**src/rtl/codec_cfg_seq.sv**
```systemverilog
// Audio-codec configuration sequencer: write-only I2C master that plays a fixed init table and runtime register writes.
// Define CODEC_CFG_DEBUG_EN to expose state_o / word_o / bit_o for observation.
module codec_cfg_seq #(
  parameter int unsigned CLK_DIV  = 32,
  parameter logic [7:0]  DEV_BYTE = 8'h34
) (
  input  logic       clk,
  input  logic       reset,
  input  logic       init_start,
  input  logic       play_req,
  input  logic       rec_req,
  input  logic       vol_req,
  input  logic [6:0] vol_val,
  output logic       i2c_sclk,
  output logic       i2c_sdat_oe,
  input  logic       i2c_sdat_i,
  output logic       busy,
  output logic       done,
  output logic       ack_err
`ifdef CODEC_CFG_DEBUG_EN
  ,
  output logic [2:0] state_o,
  output logic [3:0] word_o,
  output logic [4:0] bit_o
`endif
);

  localparam int QW = $clog2(CLK_DIV);

  typedef enum logic [2:0] {
    IDLE  = 3'd0,
    ARB   = 3'd1,
    START = 3'd2,
    BIT   = 3'd3,
    ACK   = 3'd4,
    STOP  = 3'd5,
    GAP   = 3'd6
  } state_t;

  state_t        state, state_d;
  logic [QW-1:0] q_cnt;
  logic [3:0]    qtr;
  logic [3:0]    qtr_last;
  logic [4:0]    bit_cnt;
  logic [23:0]   shift;
  logic [3:0]    word;
  logic          init_active;
  logic          nack;
  logic [3:0]    pend;       // {init, play, rec, vol}
  logic [3:0]    req_q;
  logic [3:0]    req_now;
  logic [3:0]    req_edge;
  logic [3:0]    grant;
  logic [15:0]   frame_sel;  // {reg[6:0], data[8:0]}
  logic          tick, phase_end, ack_sample, init_more;

  function automatic logic [15:0] init_entry(input logic [3:0] idx);
    case (idx)
      4'd0:    init_entry = {7'd15, 9'h000};
      4'd1:    init_entry = {7'd2,  9'h179};
      4'd2:    init_entry = {7'd3,  9'h179};
      4'd3:    init_entry = {7'd4,  9'h012};
      4'd4:    init_entry = {7'd5,  9'h013};
      4'd5:    init_entry = {7'd6,  9'h000};
      4'd6:    init_entry = {7'd7,  9'h042};
      4'd7:    init_entry = {7'd8,  9'h000};
      default: init_entry = {7'd9,  9'h001};
    endcase
  endfunction

  assign tick       = (q_cnt == QW'(CLK_DIV - 1));
  assign phase_end  = tick && (qtr == qtr_last);
  assign ack_sample = (state == ACK) && (qtr == 4'd2) && (q_cnt == QW'(CLK_DIV / 2));
  assign init_more  = init_active && (word != 4'd8);
  assign busy       = (state != IDLE) || init_active;

  // A fresh init_start is ignored while a sequence is running or being accepted.
  assign req_now  = {init_start, play_req, rec_req, vol_req};
  assign req_edge = req_now & ~req_q & {~(init_active | grant[3]), 3'b111};

  always_comb begin
    grant     = 4'b0000;
    frame_sel = {7'd2, 2'b10, vol_val};
    if (init_active) begin
      frame_sel = init_entry(word);
    end else if (pend[3]) begin
      grant[3]  = 1'b1;
      frame_sel = init_entry(4'd0);
    end else if (pend[2]) begin
      grant[2]  = 1'b1;
      frame_sel = {7'd4, 9'h012};
    end else if (pend[1]) begin
      grant[1]  = 1'b1;
      frame_sel = {7'd4, 9'h015};
    end else if (pend[0]) begin
      grant[0]  = 1'b1;
    end
    if (state != ARB) grant = 4'b0000;
  end

  always_comb begin
    state_d     = state;
    i2c_sclk    = 1'b1;
    i2c_sdat_oe = 1'b0;
    qtr_last    = 4'd3;
    case (state)
      IDLE:  if (init_active || (|pend)) state_d = ARB;
      ARB:   state_d = START;
      START: begin
        qtr_last    = 4'd1;
        i2c_sdat_oe = 1'b1;
        if (phase_end) state_d = BIT;
      end
      BIT: begin
        i2c_sclk    = qtr[1];
        i2c_sdat_oe = ~shift[23];
        if (phase_end && (bit_cnt[2:0] == 3'd7)) state_d = ACK;
      end
      ACK: begin
        i2c_sclk = qtr[1];
        if (phase_end) state_d = (nack || (bit_cnt == 5'd24)) ? STOP : BIT;
      end
      STOP: begin
        // Hold SDAT low across the SCLK rise, then release it while SCLK is high.
        i2c_sclk    = (qtr != 4'd0);
        i2c_sdat_oe = (qtr < 4'd2);
        if (phase_end) state_d = GAP;
      end
      GAP: begin
        qtr_last = 4'd15;
        if (phase_end) state_d = IDLE;
      end
      default: state_d = IDLE;
    endcase
  end

  always_ff @(posedge clk) begin
    if (!reset) begin
      state       <= IDLE;
      q_cnt       <= '0;
      qtr         <= '0;
      bit_cnt     <= '0;
      shift       <= '0;
      word        <= '0;
      init_active <= 1'b0;
      nack        <= 1'b0;
      pend        <= '0;
      req_q       <= '0;
      ack_err     <= 1'b0;
      done        <= 1'b0;
    end else begin
      state <= state_d;
      req_q <= req_now;
      pend  <= (pend & ~grant) | req_edge;
      done  <= 1'b0;
      if ((state == IDLE) || (state_d != state) || phase_end) begin
        q_cnt <= '0;
        qtr   <= '0;
      end else if (tick) begin
        q_cnt <= '0;
        qtr   <= qtr + 4'd1;
      end else begin
        q_cnt <= q_cnt + QW'(1);
      end
      case (state)
        ARB: begin
          shift   <= {DEV_BYTE, frame_sel};
          bit_cnt <= '0;
          nack    <= 1'b0;
          if (grant[3]) begin
            init_active <= 1'b1;
            word        <= '0;
            ack_err     <= 1'b0;
          end
        end
        BIT: if (phase_end) begin
          shift   <= {shift[22:0], 1'b0};
          bit_cnt <= bit_cnt + 5'd1;
        end
        ACK: if (ack_sample && i2c_sdat_i) begin
          nack        <= 1'b1;
          ack_err     <= 1'b1;
          init_active <= 1'b0;
        end
        GAP: if (phase_end) begin
          if (init_more) word <= word + 4'd1;
          else           init_active <= 1'b0;
          done <= !(init_more || (|pend));
        end
        default: ;
      endcase
    end
  end

`ifdef CODEC_CFG_DEBUG_EN
  assign state_o = state;
  assign word_o  = word;
  assign bit_o   = bit_cnt;
`endif

endmodule

```
**config.mk**
```make
export PLATFORM = sky130hd
export DESIGN_NAME = codec_cfg_seq
export DESIGN_NICKNAME = d
export VERILOG_FILES = /design/src/rtl/codec_cfg_seq.sv
export SDC_FILE = /design/constraint.sdc
export NUM_CORES = 1
export LEC_CHECK = 0
export BUFFER_PORTS_ARGS = -buffer_cell sky130_fd_sc_hd__clkbuf_2
export CAP_MARGIN = 20
export CORE_MARGIN = 2
export CORE_UTILIZATION = 55
export CTS_BUF_LIST = sky130_fd_sc_hd__clkbuf_4 sky130_fd_sc_hd__clkbuf_8 sky130_fd_sc_hd__clkbuf_16
export DETAILED_ROUTE_END_ITERATION = 12
export PLACE_DENSITY = 0.73
export SETUP_SLACK_MARGIN = 0.02
export SLEW_MARGIN = 5
export SYNTH_ARGS = -nofsm -noshare
export SYNTH_HDL_FRONTEND = slang
export SYNTH_SLANG_ARGS = --single-unit
```
**constraint.sdc**
```tcl
create_clock -name clk -period 6.2 [get_ports clk]
set_input_delay 0.31 -clock clk [delete_from_list [all_inputs] [get_ports clk]]
set_output_delay 0.31 -clock clk [all_outputs]
set_load 0.01 [all_outputs]
```
==> impl_metrics.csv, run 1 <==
group,metric,value,unit
timing,fin_crit_sh,47.4,%
critical_path,required,6.47,ns
floorplanning,rows,27,
synthesis,synth_edf_count,0,
clock_tree,cts_buffers,9,
route,final_antenna_net_count,0,
floorplanning,io_pins,19,
synthesis,ys_seq_area_share,40.6,%
floorplanning,initial_utilization,58.0,%
critical_path,crit_buf_inv,0,
synthesis,synth_area_leaders,"dfxtp_1 41%, ha_1 6.2%, nand2_1 5.0%",
timing,fin_skew,0.00960,ns
synthesis,synthDistinctLibCells,57,
placed_design,post-dp-hpwl,4.65,mm
pwr,p_per_area,274,nW/µm²
critical_path,cpMaxStageDelayCell,"o22ai_1",
route,wl,6.59,mm
pwr,p_leak,1.36,nW
clock_tree,tritoncts,"done",
synthesis,ys_ff_latch,66,
route,avgViaCountPerCell,5.63,
hold_path,hp-start,"vol_req",
critical_path,r2r-start,"q_cnt[0]",
outcome,outcome,"completed",
finish,antenna_cells,0,
critical_path,end_kind,"flop",
global_route,grt_busiest_layer,"met2",
global_route,grt_max_degree,41,
clock_tree,clk_latency,0.34,ns
finish,finalNetCount,416,
hold_path,hold_class,"primary input to flop",
timing,drv_slew,0,
clock_tree,clk_path_buf_depth,2,
critical_path,crit_path_start_kind,"flop",
synthesis,ys.flop_type,"dfxtp_1",
critical_path,arrival,3.21,ns
floorplanning,die-area,6540,µm²
floorplanning,core,5610,µm²
synthesis,synth_top_cell_by_area,"dfxtp_1",
route,via_count,2608,
placed_design,gp_congestion,0.873,
placed_design,port_buffers,18,
critical_path,cp_top_family,"simple AND/OR/NAND/NOR gates",
critical_path,cp_max_fo,12,
global_route,grt_antenna_before_repair,0,
critical_path,cp-startpoint,"q_cnt[0]",
pwr,pwr-share-comb,13.6,%
clock_tree,cts-resized-gates,0,
finish,drive_above_1_share,12.3,%
synthesis,syn_inst,377,
timing,rsz0062_at_grt,"no",
floorplanning,die_x,80.9,µm
timing,fin_setup_tns,0,ns
global_route,overflow,0,
timing,setup_viol,0,
clock_tree,root_buffer,"clkbuf_8",
pwr,clkPwrFrac,37.1,%
clock_tree,cts.sinks,66,
route,wl_per_cell,14.2,µm
finish,fillCellCount,513,
route,drt_iter0_drc,150,
timing,slew_headroom,37.2,%
finish,syn_to_final_growth,8.93,%
timing,max_freq,340,MHz
global_route,grt_util_met3,4.56,%
route,dr.pass1.iters,4,
finish,fin_cells,463,
timing,finalHoldViolCount,0,
job,drv_cap,0,
critical_path,slowest_delay,0.75,ns
global_route,use_met1,30.3,%
synthesis,syn_nets,407,
floorplanning,die_y,80.9,µm
route,drc,0,
synthesis,syn_avg_cell_area,8.62,µm²
global_route,grt_pass1_vias,2484,
pwr,sw_frac_of_total,27.1,%
clock_tree,holdBufCountCts,0,
timing,worst_pin_slew,0.943,ns
critical_path,critPathMostFrequentCell,"ha_1",
synthesis,ys_async_sr_fraction,0,%
pwr,intPower,0.706,mW
placed_design,placed_cells,447,
synthesis,synth_top_area_share,40.6,%
synthesis,synth.cell_area,3250,µm²
clock_tree,clk_pin_slew,0.07,ns
critical_path,critical_path_class,"flop to flop",
synthesis,yosys_warnings,0,
pwr,vdd_ir_drop_max,0.000151,V
pwr,pwr-share-seq,49.3,%
critical_path,path_cells,"ha_1 > and3_1 > ha_1 > and4_1 > nand2_1 > o22ai_1 > and2_1 > a22oi_1 > nor2b_1",
timing,min_period,2.94,ns
global_route,grt_pass1_wl,11.6,mm
global_route,grt_use_total,22.8,%
clock_tree,cts_setup_buffers,0,
global_route,grt.met2_usage,36.0,%
pwr,power.switching,0.263,mW
clock_tree,htreeDepth,3,
## logic make-up (layout without fill, tap and decap cells)
logic type | after synthesis | in the layout | share of synthesized area, %
buffers and inverters | 41 | 55 | 5.27
and+or+nand+nor | 144 | 144 | 23.1
xor gates and xnor gates | 10 | 10 | 2.69
DFF | 66 | 66 | 40.6
AOI/OAI and AO/OA | 94 | 94 | 20.0
adders and majority gates | 16 | 16 | 6.16
muxes | 6 | 6 | 2.16
## layer usage
layer  up-vias  wire [µm]
met1      1226       3260
met4         0         79
li1       1341          -
met2        33       3050
met3         8        203
met5         -          0
## power by group through the flow
stage          Combinational [mW]  Sequential (mW)  Clock (mW)
6_report                    0.131            0.477       0.360
5_1_grt                     0.149            0.482       0.384
4_1_cts                     0.132            0.477       0.366
3_5_place_dp                0.131            0.486           0
3_3_place_gp                0.129            0.486           0
2_1_floorplan               0.117            0.470           0
## Yosys cell counts, types with 8 or more instances
library cell and instances:
a21oi_1 20, nand2b_1 8, nand3_1 9, nor2_1 28, buf_2 8, xnor2_1 8, o21ai_0 13, nand2_1 43
dfxtp_1 66, inv_1 19, clkbuf_1 12, ha_1 16, nor2b_1 15, a21boi_0 8, o211ai_1 11, and2_1 10
a22oi_1 12
## through the flow
stage                     util (%)  power (mW)  hold WS [ns]  worst slack (ns)  instance area (µm²)
after floorplan                  -       0.587         0.430              3.61                 3250
after global routing          63.1        1.01         0.189              2.82                 3540
after global placement        59.6       0.615         0.444              3.40                 3340
after detailed placement      59.6       0.617         0.451              3.29                 3340
after CTS                     63.1       0.974         0.186              3.27                 3540
final                         63.1       0.969         0.193              3.26                 3540
## cell usage in the layout (no fill, tap or decap), types with 2 or more instances in the layout
| master | count |
|---|---|
| a311oi_1 | 4 |
| nor2b_1 | 15 |
| and2_1 | 10 |
| nor3b_1 | 2 |
| nand3_1 | 9 |
| mux2i_1 | 4 |
| o22ai_1 | 4 |
| clkbuf_8 | 10 |
| mux2_4 | 2 |
| a22oi_1 | 12 |
| o211ai_1 | 11 |
| xor2_1 | 2 |
| ha_1 | 16 |
| nor4_1 | 3 |
| a21oi_1 | 20 |
| dfxtp_1 | 66 |
| nor3_1 | 4 |
| clkbuf_2 | 18 |
| nor2_1 | 28 |
| nand2b_1 | 8 |
| nand3b_1 | 2 |
| inv_1 | 19 |
| a31oi_1 | 3 |
| o21a_1 | 2 |
| o2bb2ai_1 | 2 |
| and3_1 | 4 |
| a21boi_0 | 8 |
| a41oi_1 | 2 |
| nand2_1 | 43 |
| clkinv_2 | 3 |
| o221a_2 | 3 |
| o21ai_0 | 13 |
| a21o_1 | 2 |
| xnor2_1 | 8 |
| or2_2 | 2 |
| o211a_1 | 2 |
## path summary, 6_finish.rpt
kind,end,slack [ns],depth (start not counted)
worst max-delay path,bit_cnt[1],3.26,9
worst min-delay path,req_q[0],0.19,2
worst max register to register,bit_cnt[1],3.26,9
worst min register to register,shift[8],0.46,2
## cell type report
type                    instances  area, µm²  area share [%]
well taps                      72       90.1            2.54
inverters                      20       75.1            2.12
flip-flops and latches         66       1320            37.3
clock inverters                 5       53.8            1.52
clock buffers                  11        145            4.10
multi-input cells             270       1760            49.6
repair buffers                 19       97.6            2.76
(Power assumes the default switching activity.)
==> run 2: changes to the inputs <==
--- a/config.mk
+++ b/config.mk
@@ -8,10 +8,10 @@
 export BUFFER_PORTS_ARGS = -buffer_cell sky130_fd_sc_hd__clkbuf_2
 export CAP_MARGIN = 20
 export CORE_MARGIN = 2
-export CORE_UTILIZATION = 55
+export CORE_UTILIZATION = 54
 export CTS_BUF_LIST = sky130_fd_sc_hd__clkbuf_4 sky130_fd_sc_hd__clkbuf_8 sky130_fd_sc_hd__clkbuf_16
 export DETAILED_ROUTE_END_ITERATION = 12
-export PLACE_DENSITY = 0.73
+export PLACE_DENSITY = 0.75
 export SETUP_SLACK_MARGIN = 0.02
 export SLEW_MARGIN = 5
 export SYNTH_ARGS = -nofsm -noshare
==> constraint.sdc (replaced) <==
create_clock -name clk -period 2.5 [get_ports clk]
set_input_delay 0.125 -clock clk [delete_from_list [all_inputs] [get_ports clk]]
set_output_delay 0.125 -clock clk [all_outputs]
set_load 0.01 [all_outputs]
==> run 2 against run 1 <==
Sequential power rose by 140%. Sequential share of layout area fell by 2.3 points. Power rose to 2.6 times the previous value. Count of clock-buffer cells in the layout fell by 1. Die area rose by 1.8%. Global-route usage fell by 1.4 points. Hold slack got worse by 0.050 ns. Critical path depth rose by 5. Worst setup slack got worse by 3.1 ns. Flip-flop and latch count did not move. Clock skew rose by 0.0016 ns. Critical path type unchanged. Largest power group unchanged.
==> impl_metrics.csv, run 2 (synthesized netlist as in run 1, its figures left out) <==
group,metric,value,unit
outcome,outcome,"completed",
clock_tree,root_buffer,"clkbuf_8",
route,final_antenna_net_count,0,
placed_design,gp_congestion,0.832,
clock_tree,cts.sinks,66,
placed_design,placed_cell_area,3460,µm²
finish,final_common_cell,"dfxtp_1",
hold_path,min_path_cells,3,
timing,finalHoldViolCount,0,
clock_tree,clk_latency,0.35,ns
route,via_count,2697,
timing,fin_skew,0.0112,ns
finish,finalNetCount,434,
pwr,p_per_area,670,nW/µm²
finish,fillCellCount,486,
placed_design,post-dp-hpwl,4.72,mm
global_route,grt_antenna_before_repair,0,
pwr,vdd_ir_drop_max,0.000516,V
global_route,use_met1,28.6,%
critical_path,arrival,2.58,ns
route,drc,0,
clock_tree,cts_buffers,9,
global_route,grt_busiest_layer,"met2",
clock_tree,tritoncts,"done",
clock_tree,htreeDepth,3,
hold_path,min_to,"shift[2]",
floorplanning,core,5890,µm²
route,drt_iter0_drc,163,
placed_design,port_buffers,18,
timing,rsz0062_at_grt,"no",
timing,worst_pin_slew,0.542,ns
finish,drive_above_1_share,18.6,%
pwr,p_leak,1.46,nW
critical_path,r2r_cells,14,
floorplanning,die-area,6660,µm²
hold_path,hp-start,"vol_val[2]",
route,avgViaCountPerCell,5.57,
floorplanning,rows,28,
critical_path,end_kind,"flop",
route,wl,6.74,mm
route,dr.pass1.iters,4,
global_route,grt.met2_usage,32.5,%
route,wl_per_cell,13.9,µm
hold_path,hold_class,"primary input to flop",
global_route,grt_util_met3,7.36,%
clock_tree,clk_path_buf_depth,2,
global_route,grt_use_total,21.4,%
critical_path,r2r-start,"q_cnt[1]",
critical_path,required,2.73,ns
critical_path,critical_path_class,"flop to flop",
finish,design_area,3780,µm²
global_route,grt_pass1_wl,10.8,mm
timing,max_freq,424,MHz
floorplanning,initial_utilization,55.2,%
timing,min_period,2.36,ns
finish,layout_common_cells,"64 x dfxtp_1, 42 x nand2_1, 26 x nor2_1",
floorplanning,io_pins,19,
clock_tree,clk_pin_slew,0.07,ns
finish,syn_to_final_growth,16.3,%
timing,slew_headroom,63.8,%
timing,fin_crit_sh,94.3,%
critical_path,crit_path_start_kind,"flop",
floorplanning,die_y,81.6,µm
job,drv_cap,0,
global_route,overflow,0,
global_route,grt_pass1_vias,2348,
critical_path,cp_max_fo,5,
floorplanning,die_x,81.6,µm
timing,drv_slew,0,
critical_path,reg2reg_slack,0.14,ns
finish,antenna_cells,0,
timing,setup_viol,0,
timing,fin_setup_tns,0,ns
global_route,grt_max_degree,34,
run 2: where the power goes:
group	internal (mW)	switching [mW]
logic	0.167	0.218
registers	1.12	0.0462
clock network	0.574	0.412
run 2: worst max-delay path by stage:
| stage | cells after the start | endpoint | start | slack (ns) |
|---|---|---|---|---|
| final | 14 | flop | q_cnt[1] | 0.14 |
| after global routing | 14 | flop | q_cnt[1] | 0.02 |
| after CTS | 14 | flop | q_cnt[1] | 0.04 |
| after detailed placement | 14 | flop | q_cnt[0] | -0.04 |
| after global placement | 14 | flop | q_cnt[0] | 0.09 |
| after floorplan | 14 | flop | q_cnt[0] | 0.06 |
run 2: stage by stage:
step / power, mW / hold WS (ns) / utilization (%) / cells / setup slack [ns]
final: 2.53 / 0.144 / 64.2 / 484 / 0.143
after detailed placement: 1.55 / 0.352 / 58.8 / 462 / -0.0362
after global routing: 2.64 / 0.133 / 64.2 / 484 / 0.0243
after global placement: 1.54 / 0.351 / 58.8 / 462 / 0.0931
after floorplan: 1.46 / 0.252 / - / 377 / 0.0573
after CTS: 2.55 / 0.132 / 63.4 / 482 / 0.0357
run 2: final cells by class:
cell class / instances / area [µm²] / area share (%)
Clock buffer: 10 / 131 / 3.48
Tap cell: 75 / 93.8 / 2.48
Sequential cell: 66 / 1320 / 35.0
Inverter: 20 / 75.1 / 1.99
Timing Repair Buffer: 37 / 243 / 6.42
Multi-Input combinational cell: 270 / 1820 / 48.3
Clock inverter: 6 / 88.8 / 2.35
run 2: timing repair:
action	CTS	global route
hold buffers	4	0
endpoints found under the setup margin	5	16
resized for setup	3	11
setup buffers	0	2
hold endpoints to repair	4	0
pin swaps	1	2
run 2: critical path, cell delays in order, from the launching register on:
cell	delay [ns]
dfxtp_2	0.34
ha_2	0.18
and3_4	0.19
ha_4	0.12
and4_4	0.23
nand2_4	0.08
o21ai_4	0.17
xnor2_2	0.09
nor2_2	0.18
inv_2	0.08
ha_2	0.21
o22ai_1	0.17
nand2_1	0.07
o21ai_0	0.08
a21oi_1	0.06
run 2: metal layers:
metal  vias up  wire length [µm]
met5         -                 0
met4         0                57
met3         6               313
met2        48              3090
met1      1266              3280
li1       1377                 -
==> run 3: changes to the inputs <==
--- a/config.mk
+++ b/config.mk
@@ -8,10 +8,10 @@
 export BUFFER_PORTS_ARGS = -buffer_cell sky130_fd_sc_hd__clkbuf_2
 export CAP_MARGIN = 20
 export CORE_MARGIN = 2
-export CORE_UTILIZATION = 54
+export CORE_UTILIZATION = 55
 export CTS_BUF_LIST = sky130_fd_sc_hd__clkbuf_4 sky130_fd_sc_hd__clkbuf_8 sky130_fd_sc_hd__clkbuf_16
 export DETAILED_ROUTE_END_ITERATION = 12
-export PLACE_DENSITY = 0.75
+export PLACE_DENSITY = 0.73
 export SETUP_SLACK_MARGIN = 0.02
 export SLEW_MARGIN = 5
 export SYNTH_ARGS = -nofsm -noshare
==> constraint.sdc (replaced) <==
create_clock -name clk -period 2.4 [get_ports clk]
set_input_delay 0.12 -clock clk [delete_from_list [all_inputs] [get_ports clk]]
set_output_delay 0.12 -clock clk [all_outputs]
set_load 0.01 [all_outputs]
==> run 3 against run 2 <==
Flip-flop and latch count stayed put. Wire length increased by 5.2%. Sequential share of layout area is 0.77 points lower. Count of clock-buffer cells in the layout is 1 higher. Clock skew fell by 0.0026 ns. First-iteration DRC count shrank 12%. Global-route usage is 1.8 points higher. Clock power is 5.5% lower. Worst setup slack got worse by 0.050 ns. Core utilization grew 4.7 points.
==> impl_metrics.csv, run 3 (synthesized netlist as in run 1, its figures left out) <==
group,metric,value,unit
timing,fin_ws,0.0937,ns
global_route,grt_pass1_wl,11.7,mm
critical_path,crit_path_start_kind,"flop",
floorplanning,initial_utilization,58.0,%
clock_tree,clk_pin_slew,0.07,ns
critical_path,arrival,2.54,ns
timing,fin_crit_sh,96.1,%
pwr,sw_frac_of_total,27.3,%
clock_tree,tritoncts,"done",
placed_design,post-dp-hpwl,4.93,mm
finish,area.sequential,1320,µm²
timing,slew_headroom,71.0,%
finish,fillCellCount,455,
route,wl_met2,3.30,mm
clock_tree,clk_latency,0.34,ns
critical_path,reg2reg_slack,0.09,ns
placed_design,gp_congestion,0.843,
clock_tree,cts.sinks,66,
floorplanning,core,5610,µm²
critical_path,cpMaxStageDelayCell,"dfxtp_2",
outcome,outcome,"completed",
route,wl_met3,314,µm
route,drt_iter0_drc,143,
floorplanning,die_x,80.9,µm
pwr,pwr-share-seq,47.2,%
hold_path,min_to,"req_q[1]",
critical_path,path_cells,"ha_4 > and3_4 > ha_4 > and4_4 > nand2_4 > o21ai_4 > xnor2_2 > nor2_2 > inv_2 > buf_6 > ha_4 > mux2_4",
global_route,overflow,0,
pwr,p_leak,1.50,nW
route,drc,0,
timing,finalHoldViolCount,0,
placed_design,place_ws,-0.123,ns
timing,setup_viol,0,
critical_path,slowest_delay,0.35,ns
finish,drive_above_1_share,22.2,%
clock_tree,root_buffer,"clkbuf_8",
pwr,intPower,1.86,mW
finish,multiInputGateArea,1890,µm²
pwr,clkPwrFrac,36.4,%
hold_path,hold_class,"primary input to flop",
floorplanning,die_y,80.9,µm
route,avgViaCountPerCell,5.56,
timing,worst_pin_slew,0.429,ns
timing,timing.hold.ws,0.0109,ns
timing,min_period,2.31,ns
global_route,grt_max_degree,31,
placed_design,port_buffers,18,
global_route,grt_pass1_vias,2541,
finish,finalNetCount,440,
floorplanning,rows,27,
finish,syn_to_final_growth,18.9,%
route,final_antenna_net_count,0,
critical_path,critPathMostFrequentCell,"ha_4",
pwr,vdd_ir_drop_max,0.000433,V
critical_path,critical_path_class,"flop to flop",
critical_path,cp.depth,12,
route,wl_per_cell,14.6,µm
hold_path,hp-start,"rec_req",
clock_tree,clk_path_buf_depth,2,
finish,layout_common_cells,"64 x dfxtp_1, 41 x nand2_1, 26 x nor2_1",
timing,drv_slew,0,
critical_path,required,2.63,ns
critical_path,end_kind,"flop",
critical_path,r2r-start,"q_cnt[0]",
route,wl,7.09,mm
critical_path,crit_buf_inv,2,
job,drv_cap,0,
route,drt-met1-wl,3.42,mm
critical_path,r2r_cells,12,
route,dr.pass1.iters,4,
pwr,p_per_area,662,nW/µm²
critical_path,cp_max_fo,4,
timing,fin_skew,0.00857,ns
route,via_count,2706,
floorplanning,io_pins,19,
pwr,pwr-share-comb,16.4,%
finish,antenna_cells,0,
critical_path,cp-startpoint,"q_cnt[0]",
critical_path,cp_top_family,"simple AND/OR/NAND/NOR gates",
floorplanning,die-area,6540,µm²
finish,final_common_cell,"dfxtp_1",
clock_tree,cts_buffers,9,
timing,rsz0062_at_grt,"yes",
pwr,power.switching,0.699,mW
global_route,grt_use_total,23.2,%
timing,max_freq,434,MHz
global_route,grt_antenna_before_repair,0,
hold_path,min_path_cells,2,
clock_tree,htreeDepth,3,
route,top_layer,"met4",
-- run 3: worst register-to-register path: stages (launching register included) --
cell and delay (ns):
dfxtp_2 0.35, ha_4 0.14, and3_4 0.18, ha_4 0.12, and4_4 0.23, nand2_4 0.08
o21ai_4 0.17, xnor2_2 0.10, nor2_2 0.18, inv_2 0.10, buf_6 0.13, ha_4 0.15
mux2_4 0.26
-- run 3: routing by layer --
metal  vias to the layer above  GRT usage (%)
met5                         -              0
met4                         0           6.78
li1                       1382              -
met2                        51           37.8
met1                      1264           30.1
met3                         9           6.44
-- run 3: cell type report --
cell class,count,area share [%]
inverter,20,1.94
timing repair buffer,43,7.45
clock inverter,5,1.39
tap,72,2.33
clock buffer,11,3.76
multi-input combinational,270,48.9
sequential,66,34.3
-- run 3: how the worst max path moves through the flow --
stage | endpoint | slack, ns
after floorplan | flop | 0.04
after global placement | flop | 0.03
after detailed placement | flop | -0.12
after CTS | flop | 0.03
after global routing | flop | -0.01
final | flop | 0.09
-- run 3: through the flow --
step                      instance area [µm²]  util (%)  cells  power [mW]  TNS [ns]
after detailed placement                 3500      62.4    462        1.62    -0.372
after global placement                   3500      62.4    462        1.62         0
after global routing                     3860      68.9    487        2.69   -0.0112
after CTS                                3750      66.9    483        2.56         0
final                                    3860      68.9    487        2.56         0
after floorplan                          3300         -    377        1.52         0
-- run 3: what timing repair did --
item / 4_1_cts / 5_1_grt
setup buffers: 4 / 5
resized for setup: 4 / 19
hold endpoints to repair: 1 / 0
setup endpoints to repair: 6 / 25
hold buffers: 1 / 0
pin swaps: 3 / 10
-- run 3: power by group through the flow --
| stage | clock network [mW] | registers (mW) | logic, mW |
|---|---|---|---|
| after floorplan | 0 | 1.21 | 0.307 |
| after global placement | 0 | 1.23 | 0.390 |
| after detailed placement | 0 | 1.23 | 0.395 |
| after CTS | 0.953 | 1.21 | 0.403 |
| after global routing | 1.01 | 1.22 | 0.468 |
| final | 0.932 | 1.21 | 0.419 |
